===== config.mk =====
export PLATFORM = sky130hd
export DESIGN_NAME = camera_capture_flat
export DESIGN_NICKNAME = d
export VERILOG_FILES = /design/src/rtl/camera_capture_if.sv /design/src/rtl/camera_capture.sv /design/src/flat_wrapper.sv
export SDC_FILE = /design/constraint.sdc
export NUM_CORES = 1
export LEC_CHECK = 0
export ABC_CLOCK_PERIOD_IN_PS = 2370
export BUFFER_PORTS_ARGS = -buffer_cell sky130_fd_sc_hd__buf_4
export CORE_ASPECT_RATIO = 1.75
export CORE_MARGIN = 8
export CORE_UTILIZATION = 55
export DETAILED_ROUTE_END_ITERATION = 6
export PLACE_DENSITY_LB_ADDON = 0.2
export SLEW_MARGIN = 25
export SYNTH_ARGS = -nofsm -noshare
export SYNTH_HDL_FRONTEND = slang
export SYNTH_SLANG_ARGS = --single-unit

===== constraint.sdc =====
create_clock -name clk_clk -period 2.37 [get_ports clk_clk]
set_input_delay 0 -clock clk_clk [delete_from_list [all_inputs] [get_ports clk_clk]]
set_output_delay 0 -clock clk_clk [all_outputs]
set_load 0.02 [all_outputs]

===== src/rtl/camera_capture_if.sv =====
// Frame-buffer write port shared between the camera capture block and the
// dual-port frame buffer that the VGA reader scans out.
interface camera_capture_if #(
  parameter int ADDR_W = 17
);
  logic [ADDR_W-1:0] wraddress;
  logic [11:0]       wrdata;
  logic              wren;

  modport master (output wraddress, output wrdata, output wren);
  modport slave  (input  wraddress, input  wrdata, input  wren);
endinterface


===== src/rtl/camera_capture.sv =====
// OV7670-style RGB444 capture: samples the asynchronous camera bus in the
// system clock domain, packs byte pairs into 12-bit pixels and writes them
// into a H_PIXELS x V_LINES frame buffer.
//
// state  | meaning
// -------+------------------------------------------------------------
// IDLE   | after reset; wait for vsync high so a partial frame is never taken
// VBLANK | vertical blank; frame accepted on vsync fall if capture_en
// ACTIVE | capturing lines; vsync rise ends the frame
module camera_capture #(
  parameter int H_PIXELS = 320,
  parameter int V_LINES  = 240,
  parameter int ADDR_W   = 17
) (
  input  logic                clk_clk,
  input  logic                reset_reset_n,
  input  logic                cam_pclk,
  input  logic                cam_vsync,
  input  logic                cam_href,
  input  logic [7:0]          cam_data,
  input  logic                capture_en,
  camera_capture_if.master    fb,
  output logic                frame_done,
  output logic [7:0]          frame_count,
  output logic                busy
);

  localparam int COL_W = $clog2(H_PIXELS + 1);
  localparam int ROW_W = $clog2(V_LINES + 1);
  localparam logic [COL_W-1:0]  COL_MAX   = COL_W'(H_PIXELS);
  localparam logic [ROW_W-1:0]  ROW_MAX   = ROW_W'(V_LINES);
  localparam logic [ADDR_W-1:0] LINE_STEP = ADDR_W'(H_PIXELS);

  typedef enum logic [1:0] {IDLE, VBLANK, ACTIVE} state_t;

  state_t            state;
  logic              pclk_s1, pclk_s2, pclk_s3;
  logic              vsync_s1, vsync_s2, vsync_s3;
  logic              href_s1, href_s2, href_s3;
  logic [7:0]        data_s1, data_s2;
  logic              phase;
  logic [3:0]        red;
  logic [COL_W-1:0]  col;
  logic [ROW_W-1:0]  row;
  logic [ADDR_W-1:0] line_base;

  logic pclk_rise, vsync_rise, vsync_fall, href_fall;

  // Two-flop synchronizer for the whole camera bus, plus a third flop for
  // edge detection; all bits share the same delay so data stays aligned
  // with the pclk edge that qualifies it.
  always_ff @(posedge clk_clk) begin
    if (!reset_reset_n) begin
      pclk_s1  <= 1'b0;
      pclk_s2  <= 1'b0;
      pclk_s3  <= 1'b0;
      vsync_s1 <= 1'b0;
      vsync_s2 <= 1'b0;
      vsync_s3 <= 1'b0;
      href_s1  <= 1'b0;
      href_s2  <= 1'b0;
      href_s3  <= 1'b0;
      data_s1  <= 8'h00;
      data_s2  <= 8'h00;
    end else begin
      pclk_s1  <= cam_pclk;
      pclk_s2  <= pclk_s1;
      pclk_s3  <= pclk_s2;
      vsync_s1 <= cam_vsync;
      vsync_s2 <= vsync_s1;
      vsync_s3 <= vsync_s2;
      href_s1  <= cam_href;
      href_s2  <= href_s1;
      href_s3  <= href_s2;
      data_s1  <= cam_data;
      data_s2  <= data_s1;
    end
  end

  assign pclk_rise  = pclk_s2 & ~pclk_s3;
  assign vsync_rise = vsync_s2 & ~vsync_s3;
  assign vsync_fall = ~vsync_s2 & vsync_s3;
  assign href_fall  = ~href_s2 & href_s3;

  // Frame/line sequencing, byte packing and registered frame-buffer writes.
  always_ff @(posedge clk_clk) begin
    if (!reset_reset_n) begin
      state        <= IDLE;
      fb.wraddress <= '0;
      fb.wrdata    <= 12'h000;
      fb.wren      <= 1'b0;
      frame_done   <= 1'b0;
      frame_count  <= 8'h00;
      busy         <= 1'b0;
      phase        <= 1'b0;
      red          <= 4'h0;
      col          <= '0;
      row          <= '0;
      line_base    <= '0;
    end else begin
      fb.wren    <= 1'b0;
      frame_done <= 1'b0;
      case (state)
        IDLE: begin
          busy <= 1'b0;
          if (vsync_s2) state <= VBLANK;
        end
        VBLANK: begin
          busy <= 1'b0;
          if (vsync_fall && capture_en) begin
            state     <= ACTIVE;
            busy      <= 1'b1;
            col       <= '0;
            row       <= '0;
            line_base <= '0;
            phase     <= 1'b0;
          end
        end
        ACTIVE: begin
          if (pclk_rise && href_s2) begin
            if (!phase) begin
              red   <= data_s2[3:0];
              phase <= 1'b1;
            end else begin
              phase <= 1'b0;
              if (col < COL_MAX) begin
                col <= col + COL_W'(1);
                // Only in-frame pixels touch the outputs, so the address
                // can never leave the buffer and idle outputs hold.
                if (row < ROW_MAX) begin
                  fb.wren      <= 1'b1;
                  fb.wrdata    <= {red, data_s2};
                  fb.wraddress <= line_base + ADDR_W'(col);
                end
              end
            end
          end else if (href_fall) begin
            col   <= '0;
            phase <= 1'b0;
            // Empty lines (and lines past the bottom) do not advance.
            if (col != '0 && row < ROW_MAX) begin
              row       <= row + ROW_W'(1);
              line_base <= line_base + LINE_STEP;
            end
          end
          if (vsync_rise) begin
            state       <= VBLANK;
            busy        <= 1'b0;
            frame_done  <= 1'b1;
            frame_count <= frame_count + 8'd1;
          end
        end
        default: state <= IDLE;
      endcase
    end
  end

endmodule


===== src/flat_wrapper.sv =====
// flat-port wrapper written by rule: the top's interface ports become plain ports
module camera_capture_flat 
#(
  parameter int H_PIXELS = 320,
  parameter int V_LINES  = 240,
  parameter int ADDR_W   = 17
)
  (clk_clk, reset_reset_n, cam_pclk, cam_vsync, cam_href, cam_data, capture_en, frame_done, frame_count, busy, fb_wraddress, fb_wrdata, fb_wren);
  camera_capture_if #(.ADDR_W(ADDR_W)) fb_i ();
  input  logic clk_clk;
  input  logic reset_reset_n;
  input  logic cam_pclk;
  input  logic cam_vsync;
  input  logic cam_href;
  input  logic [7:0] cam_data;
  input  logic capture_en;
  output logic frame_done;
  output logic [7:0] frame_count;
  output logic busy;
  output wire logic [$bits(fb_i.wraddress)-1:0] fb_wraddress;
  output wire logic [$bits(fb_i.wrdata)-1:0] fb_wrdata;
  output wire logic [$bits(fb_i.wren)-1:0] fb_wren;
  assign fb_wraddress = fb_i.wraddress;
  assign fb_wrdata = fb_i.wrdata;
  assign fb_wren = fb_i.wren;
  camera_capture #(.H_PIXELS(H_PIXELS), .V_LINES(V_LINES), .ADDR_W(ADDR_W)) u_core (.clk_clk(clk_clk), .reset_reset_n(reset_reset_n), .cam_pclk(cam_pclk), .cam_vsync(cam_vsync), .cam_href(cam_href), .cam_data(cam_data), .capture_en(capture_en), .fb(fb_i), .frame_done(frame_done), .frame_count(frame_count), .busy(busy));
endmodule

==> flow_metrics.tcl, run 1 <==
set metrics [dict create \
    status "completed" \
    synthToLayoutAreaGrowth_pct 22.0 \
    wl_um 10100 \
    drive_gt1_share_pct 17.6 \
    holdBufCountCts 11 \
    synth_edf_count 0 \
    start_util_pct 56.4 \
    fmax_mhz 477 \
    relSlewSlack_pct 52.6 \
    dr.first_iter.drc_count 256 \
    power_density_nw_per_um2 688 \
    timing.rr.start "u_core.state[0]$_SDFFE_PN0P_" \
    cp_slowest_cell "or4_1" \
    layout.nets 562 \
    vias 3686 \
    yosysMostFrequentCell "dfxtp_1" \
    ys_ff_latch 100 \
    grt_pass1_wl_um 16800 \
    crit_start "u_core.state[0]$_SDFFE_PN0P_" \
    die_w_um 82.6 \
    end_kind "register" \
    drc 0 \
    yosysWarnings 0 \
    hold_slack_ns 0.178 \
    yosysTopAreaCellShare_pct 46.9 \
    grt_max_degree 49 \
    fill_cells 627 \
    antenna_found_initial 0 \
    grt_usage_pct 19.3 \
    synth_nets 503 \
    cts_made_buffers 9 \
    cp_max_fo 11 \
    path_class "reg2reg" \
    ir_drop_mv 0.589 \
    ys_async_sr_fraction_pct 0 \
    hold_viol 0 \
    htreeDepth 3 \
    avgSynthCellArea_um2 8.95 \
    ioPinCount 54 \
    gp_congestion 0.848 \
    clkPwrFrac_pct 45.1 \
    grt-ovfl-total 0 \
    worstMarginPinSlew_ns 0.711 \
    power.leakage_nw 1.92 \
    synth.area.top_cells "dfxtp_1 47%, nand2_1 5.8%, a21oi_1 4.1%" \
    fp.dieH_um 133 \
    antennaDiodeCount 0 \
    fin_crit_sh_pct 88.5 \
    required_ns 2.63 \
    min_period_ns 2.10 \
    post_cts_buffers 0 \
    synth.distinct_cells 59 \
    synth_ff_type "dfxtp_1" \
    core-area_um2 7570 \
    maxCapViolCount 0 \
    path_cells "inv_1 > ha_1 > o211ai_1 > buf_4 > or4_1 > a31oi_1" \
    worstPathArrival_ns 2.36 \
    dpl.hpwl_um 7090 \
    wl_per_cell_um 16.1 \
    ant_nets 0 \
    numPortBuffers 53 \
    cpPeakStageDelay_ns 0.46 \
    cts_tree "yes" \
    dpl.cell_count 602 \
    viasPerCell 5.86 \
    switchingPower_w 0.000788 \
    yosys-top-cells-count "100 x dfxtp_1, 66 x nand2_1, 35 x a21oi_1" \
    die_area_um2 10900 \
    cp_top_family "compound AO/OA/AOI/OAI gates" \
    first_pass_iters 5 \
    cts_resized 0 \
    clk_pin_slew_ns 0.07 \
    seqPwrFrac_pct 48.2 \
    ys_seq_area_share_pct 46.9 \
    cts_sinks 100 \
    hold_class "in2reg" \
    rsz0062_at_grt "no" \
    netlist_instances 477 \
    yosys.area.top_type "dfxtp_1" \
    grt_pass1_vias 3664 \
    clock_path_buffers 2 \
    skew_ns 0.00519 \
    cts_root_buf "clkbuf_16" \
    rows 42 \
    report.final.slew_viol_count 0 \
    final_cells 629 \
    combPwrFrac_pct 6.8 \
    p_int_w 0.00279 \
    syn_area_um2 4270 \
    worstHoldStart "capture_en" \
    setup_tns_ns 0 \
    setup_violations 0 \
    cp_num_buf_inv 2 \
    clk_latency_ns 0.34 \
    p_sw_share_pct 22.0 \
    worstSetupStartpointType "register" \
]
state kept, by name, indices dropped and copies added, names as in the netlist, 2 cells and up:
signal               count
u_core.fb.wrdata        12
u_core.data_s2           8
u_core.line_base        11
u_core.frame_count       8
u_core.col               9
u_core.red               4
u_core.state             2
u_core.fb.wraddress     17
u_core.data_s1           8
u_core.row               8
path summary, 6_finish.rpt:
| path | end | slack, ns | depth (start not counted) |
|---|---|---|---|
| worst min-delay path | u_core.state[1]$_SDFFE_PN0P_ | 0.18 | 5 |
| worst max register to register | u_core.line_base[13]$_SDFFE_PN0P_ | 0.27 | 6 |
| worst max-delay path | u_core.line_base[13]$_SDFFE_PN0P_ | 0.27 | 6 |
| worst min register to register | u_core.vsync_s2$_SDFF_PN0_ | 0.43 | 1 |
placed cells by master, fill, tap and decap left out, types with 2 or more instances in the layout:
cell type and n:
dfxtp_1 100, nand2_1 66, buf_4 65, a21oi_1 35, and2_1 24, nor2_1 22, nand3_1 17, or3_1 14
o21ai_0 14, a31oi_1 13, ha_1 12, or4_1 11, dlygate4sd3_1 11, inv_1 10, nand4_1 9, clkbuf_16 9
o211ai_1 8, mux2i_1 8, nor3_1 7, o31ai_1 7, xnor2_1 6, nor4_1 5, a211oi_1 5, or4_2 4
o22ai_1 4, nand3b_1 4, xor2_1 4, o2111ai_1 3, a21o_1 2, and3_1 2, nand2b_1 2, or2_2 2
and3b_1 2, a221oi_1 2, clkbuf_8 2, bufinv_16 2
stage by stage:
step | area (um2) | power, W | worst slack, ns | utilization, %
after CTS | 5210 | 0.00360 | 0.282 | 68.8
after floorplan | 4270 | 0.00191 | 0.547 | -
after detailed placement | 4760 | 0.00199 | 0.313 | 62.9
after global routing | 5210 | 0.00370 | 0.0624 | 68.8
after global placement | 4760 | 0.00198 | 0.381 | 62.9
final | 5210 | 0.00358 | 0.272 | 68.8
routing by layer:
metal	track usage [%]	part of all wire [%]
met5	0	0
met3	3.73	3.4
met1	20.2	40
met2	33.5	53
met4	11.9	3.7
power by group through the flow:
stage               clock network [W]  logic (W)  registers, W
CTS                           0.00164   0.000240       0.00172
finish                        0.00161   0.000242       0.00172
global placement                    0   0.000218       0.00176
floorplan                           0   0.000151       0.00176
global route                  0.00170   0.000264       0.00173
detailed placement                  0   0.000224       0.00176
worst register-to-register path, cell delays in order (launching register included):
cell	delay (ns)
dfxtp_1	0.34
inv_1	0.09
ha_1	0.36
o211ai_1	0.33
buf_4	0.26
or4_1	0.46
a31oi_1	0.19
area by class of cell:
| class | instances | area (um2) | share of cell area [%] |
|---|---|---|---|
| sequential | 100 | 2000 | 38.4 |
| tap | 88 | 110 | 2.11 |
| clock buffer | 12 | 256 | 4.93 |
| inverter | 10 | 37.5 | 0.721 |
| clock inverter | 4 | 80.1 | 1.54 |
| multi-input combinational | 338 | 2100 | 40.4 |
| timing repair buffer | 77 | 618 | 11.9 |
logic make-up after synthesis:
kind of cell    share of synthesized area [%]
buf+inv                                  3.84
simple gates                             25.1
fa+ha+maj                                3.52
compound gates                           16.7
mux                                      1.88
xor+xnor                                 2.05
flops                                    46.9
Power figures use the tool's default switching activity.
==> inputs of run 2 (changes only) <==
--- a/config.mk
+++ b/config.mk
@@ -10,9 +10,10 @@
 export CORE_ASPECT_RATIO = 1.75
 export CORE_MARGIN = 8
 export CORE_UTILIZATION = 55
+export CTS_BUF_LIST = sky130_fd_sc_hd__clkbuf_8
 export DETAILED_ROUTE_END_ITERATION = 6
 export PLACE_DENSITY_LB_ADDON = 0.2
-export SLEW_MARGIN = 25
+export SLEW_MARGIN = 20
 export SYNTH_ARGS = -nofsm -noshare
 export SYNTH_HDL_FRONTEND = slang
 export SYNTH_SLANG_ARGS = --single-unit
==> flow_metrics.tcl, run 2 (synthesis results as in run 1) <==
set metrics [dict create \
    cp_top_family "compound AO/OA/AOI/OAI gates" \
    fmax_mhz 482 \
    pre_cts_slack_ns 0.313 \
    setup_tns_ns 0 \
    detailed_place.area_um2 4760 \
    crit_start "u_core.state[0]$_SDFFE_PN0P_" \
    cts_sinks 100 \
    grt_usage_pct 19.2 \
    largest-register "u_core.fb.wraddress" \
    setup_violations 0 \
    ioPinCount 54 \
    clkPwrFrac_pct 38.7 \
    largest_reg_flops 17 \
    cp_num_buf_inv 2 \
    cp_max_fo 11 \
    wl_per_cell_um 15.8 \
    fp.dieH_um 133 \
    cpPeakStageDelay_ns 0.46 \
    ant_nets 0 \
    cts_made_buffers 9 \
    vias 3707 \
    grt_max_degree 49 \
    hold_class "in2reg" \
    grt-ovfl-total 0 \
    fin_ws_ns 0.295 \
    drc 0 \
    worstMarginPinSlew_ns 0.687 \
    cp_slowest_cell "or4_1" \
    die_area_um2 10900 \
    regToRegSetupSlack_ns 0.30 \
    p_int_w 0.00246 \
    fill_cells 647 \
    rows 42 \
    multiInputGateArea_um2 2100 \
    worstSetupStartpointType "register" \
    timing.rr.start "u_core.state[0]$_SDFFE_PN0P_" \
    ir_drop_mv 0.560 \
    combPwrFrac_pct 7.5 \
    antennaDiodeCount 0 \
    end_kind "register" \
    layout.nets 562 \
    fin_crit_sh_pct 87.5 \
    viasPerCell 5.89 \
    antenna_found_initial 0 \
    seqPwrFrac_pct 53.8 \
    die_w_um 82.6 \
    relSlewSlack_pct 54.2 \
    path_cells "inv_1 > ha_1 > o211ai_1 > buf_4 > or4_1 > a31oi_1" \
    gp_congestion 0.848 \
    report.final.slew_viol_count 0 \
    path_class "reg2reg" \
    htreeDepth 3 \
    reg_top3 "u_core.fb.wraddress x17, u_core.fb.wrdata x12, u_core.line_base x11" \
    status "completed" \
    final_cell_area_um2 5110 \
    rsz0062_at_grt "no" \
    maxCapViolCount 0 \
    min_period_ns 2.07 \
    core-area_um2 7570 \
    clk_pin_slew_ns 0.09 \
    worstHoldStart "capture_en" \
    grt_pass1_wl_um 16900 \
    power_density_nw_per_um2 627 \
    power_w 0.00320 \
    clock_path_buffers 2 \
    first_pass_iters 4 \
    switchingPower_w 0.000745 \
    final_cell_mix "100 x dfxtp_1, 66 x nand2_1, 65 x buf_4" \
    seqCellArea_um2 2000 \
    drive_gt1_share_pct 17.6 \
    worstPathArrival_ns 2.36 \
    dpl.hpwl_um 7090 \
    skew_ns 0.00513 \
    hold_slack_ns 0.150 \
    layout_commonest_cell "dfxtp_1" \
    synthToLayoutAreaGrowth_pct 19.6 \
    dr.first_iter.drc_count 215 \
    clk_latency_ns 0.37 \
    grt_pass1_vias 3632 \
    p_sw_share_pct 23.3 \
    power.leakage_nw 1.88 \
    hold_viol 0 \
    required_ns 2.66 \
    numPortBuffers 53 \
    cts_tree "yes" \
    start_util_pct 56.4 \
    cts_root_buf "clkbuf_8" \
    wl_um 9960 \
]
## run 2: changes by cell type in the layout (fill, tap and decap cells not counted), sizes merged
cell,before,now
clkbuf,12,11
inv,11,12
## run 2: path summary, 6_finish.rpt
path,endpoint,cells after the start
worst min register to register,u_core.pclk_s2$_SDFF_PN0_,1
worst min-delay path,u_core.state[1]$_SDFFE_PN0P_,5
worst max-delay path,u_core.line_base[13]$_SDFFE_PN0P_,6
worst max register to register,u_core.line_base[13]$_SDFFE_PN0P_,6
## run 2: area by class of cell
type,instances,area share (%)
flip-flops and latches,100,39.2
clock buffers,11,2.96
multi-input cells,338,41.2
clock inverters,5,1.64
inverters,10,0.735
repair buffers,77,12.1
well taps,88,2.16
## run 2: power groups by stage
stage	combinational (W)	sequential, W	clock [W]
floorplan	0.000151	0.00176	0
global placement	0.000218	0.00176	0
detailed placement	0.000224	0.00176	0
CTS	0.000240	0.00172	0.00126
global route	0.000264	0.00173	0.00133
finish	0.000241	0.00172	0.00124
## run 2: per-layer routing
metal / GRT usage [%] / routed length, um
met1: 20.4 / 3890
met2: 33.2 / 5340
met3: 4.82 / 429
met4: 9.65 / 303
met5: 0 / 0
## run 2: metrics by stage
stage	std cells	util [%]
floorplan	477	-
global placement	602	62.9
detailed placement	602	62.9
CTS	629	67.5
global route	629	67.5
finish	629	67.5
## run 2: tightest hold or removal path: stages
cell and delay, ns:
buf_4 0.11, nand3b_1 0.15, a221oi_1 0.07, nor2_1 0.09
nor3_1 0.05
## run 2: timing repair
item                                   in CTS  in global routing
resized for setup                           0                  0
setup buffers                               0                  0
endpoints found under the hold margin      11                  0
hold buffers                               11                  0
==> inputs of run 3 (changes only) <==
--- a/config.mk
+++ b/config.mk
@@ -7,9 +7,11 @@
 export LEC_CHECK = 0
 export ABC_CLOCK_PERIOD_IN_PS = 2370
 export BUFFER_PORTS_ARGS = -buffer_cell sky130_fd_sc_hd__buf_4
+export CELL_PAD_IN_SITES_DETAIL_PLACEMENT = 0
+export CELL_PAD_IN_SITES_GLOBAL_PLACEMENT = 2
 export CORE_ASPECT_RATIO = 1.75
 export CORE_MARGIN = 8
-export CORE_UTILIZATION = 55
+export CORE_UTILIZATION = 37
 export CTS_BUF_LIST = sky130_fd_sc_hd__clkbuf_8
 export DETAILED_ROUTE_END_ITERATION = 6
 export PLACE_DENSITY_LB_ADDON = 0.2
==> flow_metrics.tcl, run 3 (synthesis results as in run 1) <==
set metrics [dict create \
    cts_resized 0 \
    clock_path_buffers 2 \
    clk_latency_ns 0.38 \
    largest_reg_flops 17 \
    clk_pin_slew_ns 0.10 \
    layout.nets 564 \
    gp_congestion 0.767 \
    largest-register "u_core.fb.wraddress" \
    htreeDepth 3 \
    fmax_mhz 478 \
    min_period_ns 2.09 \
    wl_per_cell_um 15.6 \
    setup_violations 0 \
    drive_gt1_share_pct 17.9 \
    dpl.hpwl_um 7260 \
    setup_tns_ns 0 \
    power.leakage_nw 1.87 \
    pre_cts_slack_ns 0.139 \
    cts_root_buf "clkbuf_8" \
    core-area_um2 11400 \
    end_kind "register" \
    dr.first_iter.drc_count 190 \
    antenna_found_initial 0 \
    fin_ws_ns 0.276 \
    path_class "reg2reg" \
    hold_viol 0 \
    relSlewSlack_pct 56.2 \
    synthToLayoutAreaGrowth_pct 21.0 \
    layout_commonest_cell "dfxtp_1" \
    reg_top3 "u_core.fb.wraddress x17, u_core.fb.wrdata x12, u_core.line_base x11" \
    worstPathArrival_ns 2.40 \
    power_density_nw_per_um2 604 \
    grt-ovfl-total 0 \
    wl_um 10600 \
    cts_tree "yes" \
    vias 3567 \
    grt_usage_pct 13.9 \
    ioPinCount 54 \
    grt_max_degree 49 \
    start_util_pct 37.5 \
    fp.dieH_um 158 \
    use_met1_pct 15.6 \
    use_met3_pct 3.41 \
    skew_ns 0.0126 \
    antennaDiodeCount 0 \
    rows 52 \
    rsz0062_at_grt "no" \
    die_area_um2 15400 \
    fin_crit_sh_pct 88.3 \
    report.final.slew_viol_count 0 \
    numPortBuffers 53 \
    hold_class "in2reg" \
    die_w_um 97.2 \
    met2_usage_pct 24.4 \
    drc 0 \
    required_ns 2.67 \
    grt_pass1_vias 3452 \
    viasPerCell 5.26 \
    worstMarginPinSlew_ns 0.656 \
    cts_sinks 100 \
    grt_pass1_wl_um 17500 \
    maxCapViolCount 0 \
    worstSetupStartpointType "register" \
    busiest_layer "met2" \
    cp_max_fo 16 \
    ant_nets 0 \
    final_cell_mix "100 x dfxtp_1, 66 x nand2_1, 66 x buf_4" \
    cts_made_buffers 9 \
    status "completed" \
    first_pass_iters 4 \
    ir_drop_mv 0.352 \
]
[run 3: worst paths after layout]
check / slack, ns / to / start / cells after the start
setup reg to reg: 0.28 / u_core.row[3]$_SDFFE_PN0P_ / u_core.col[0]$_SDFFE_PN0P_ / 6
setup / recovery: 0.28 / u_core.row[3]$_SDFFE_PN0P_ / u_core.col[0]$_SDFFE_PN0P_ / 6
hold / removal: 0.15 / u_core.state[1]$_SDFFE_PN0P_ / capture_en / 5
hold reg to reg: 0.44 / u_core.fb.wrdata[6]$_SDFFE_PN0P_ / u_core.data_s2[6]$_SDFF_PN0_ / 2
[run 3: stage by stage]
step | hold slack [ns] | std cells | instance area (um2) | utilization (%) | total power (W)
floorplan | 0.127 | 477 | 4270 | - | 0.00191
global placement | 0.208 | 648 | 4820 | 42.4 | 0.00199
detailed placement | 0.212 | 648 | 4820 | 42.4 | 0.00199
CTS | 0.123 | 675 | 5140 | 45.2 | 0.00316
global route | 0.213 | 678 | 5170 | 45.4 | 0.00325
finish | 0.149 | 678 | 5170 | 45.4 | 0.00312
[run 3: critical path, cell delays in order (launching register included)]
cell and delay [ns]:
dfxtp_1 0.47, inv_1 0.08, ha_1 0.20, or4b_4 0.24, o211ai_4 0.18, or4_2 0.69
a31oi_1 0.17
[run 3: repair_timing]
action / in CTS / in global routing
setup buffers: 0 / 3
hold endpoints to repair: 11 / 0
setup endpoints to repair: 0 / 2
hold buffers: 11 / 0
[run 3: metal layers]
metal	routed length, um	up-vias
met4	203	0
met5	0	-
met3	333	13
li1	-	1846
met2	5360	57
met1	4670	1651
[run 3: layout make-up]
type | count | area, um2
clock buffer | 9 | 124
fill | 1104 | 6220
timing repair buffer | 79 | 646
tap | 135 | 169
multi-input combinational | 338 | 2100
sequential | 100 | 2000
inverter | 10 | 37.5
clock inverter | 7 | 86.3
[run 3: power breakdown]
part	internal (W)	switching, W	total, W
Clock	0.000506	0.000649	0.00116
Sequential	0.00171	0.0000184	0.00172
Combinational	0.0000952	0.000147	0.000243
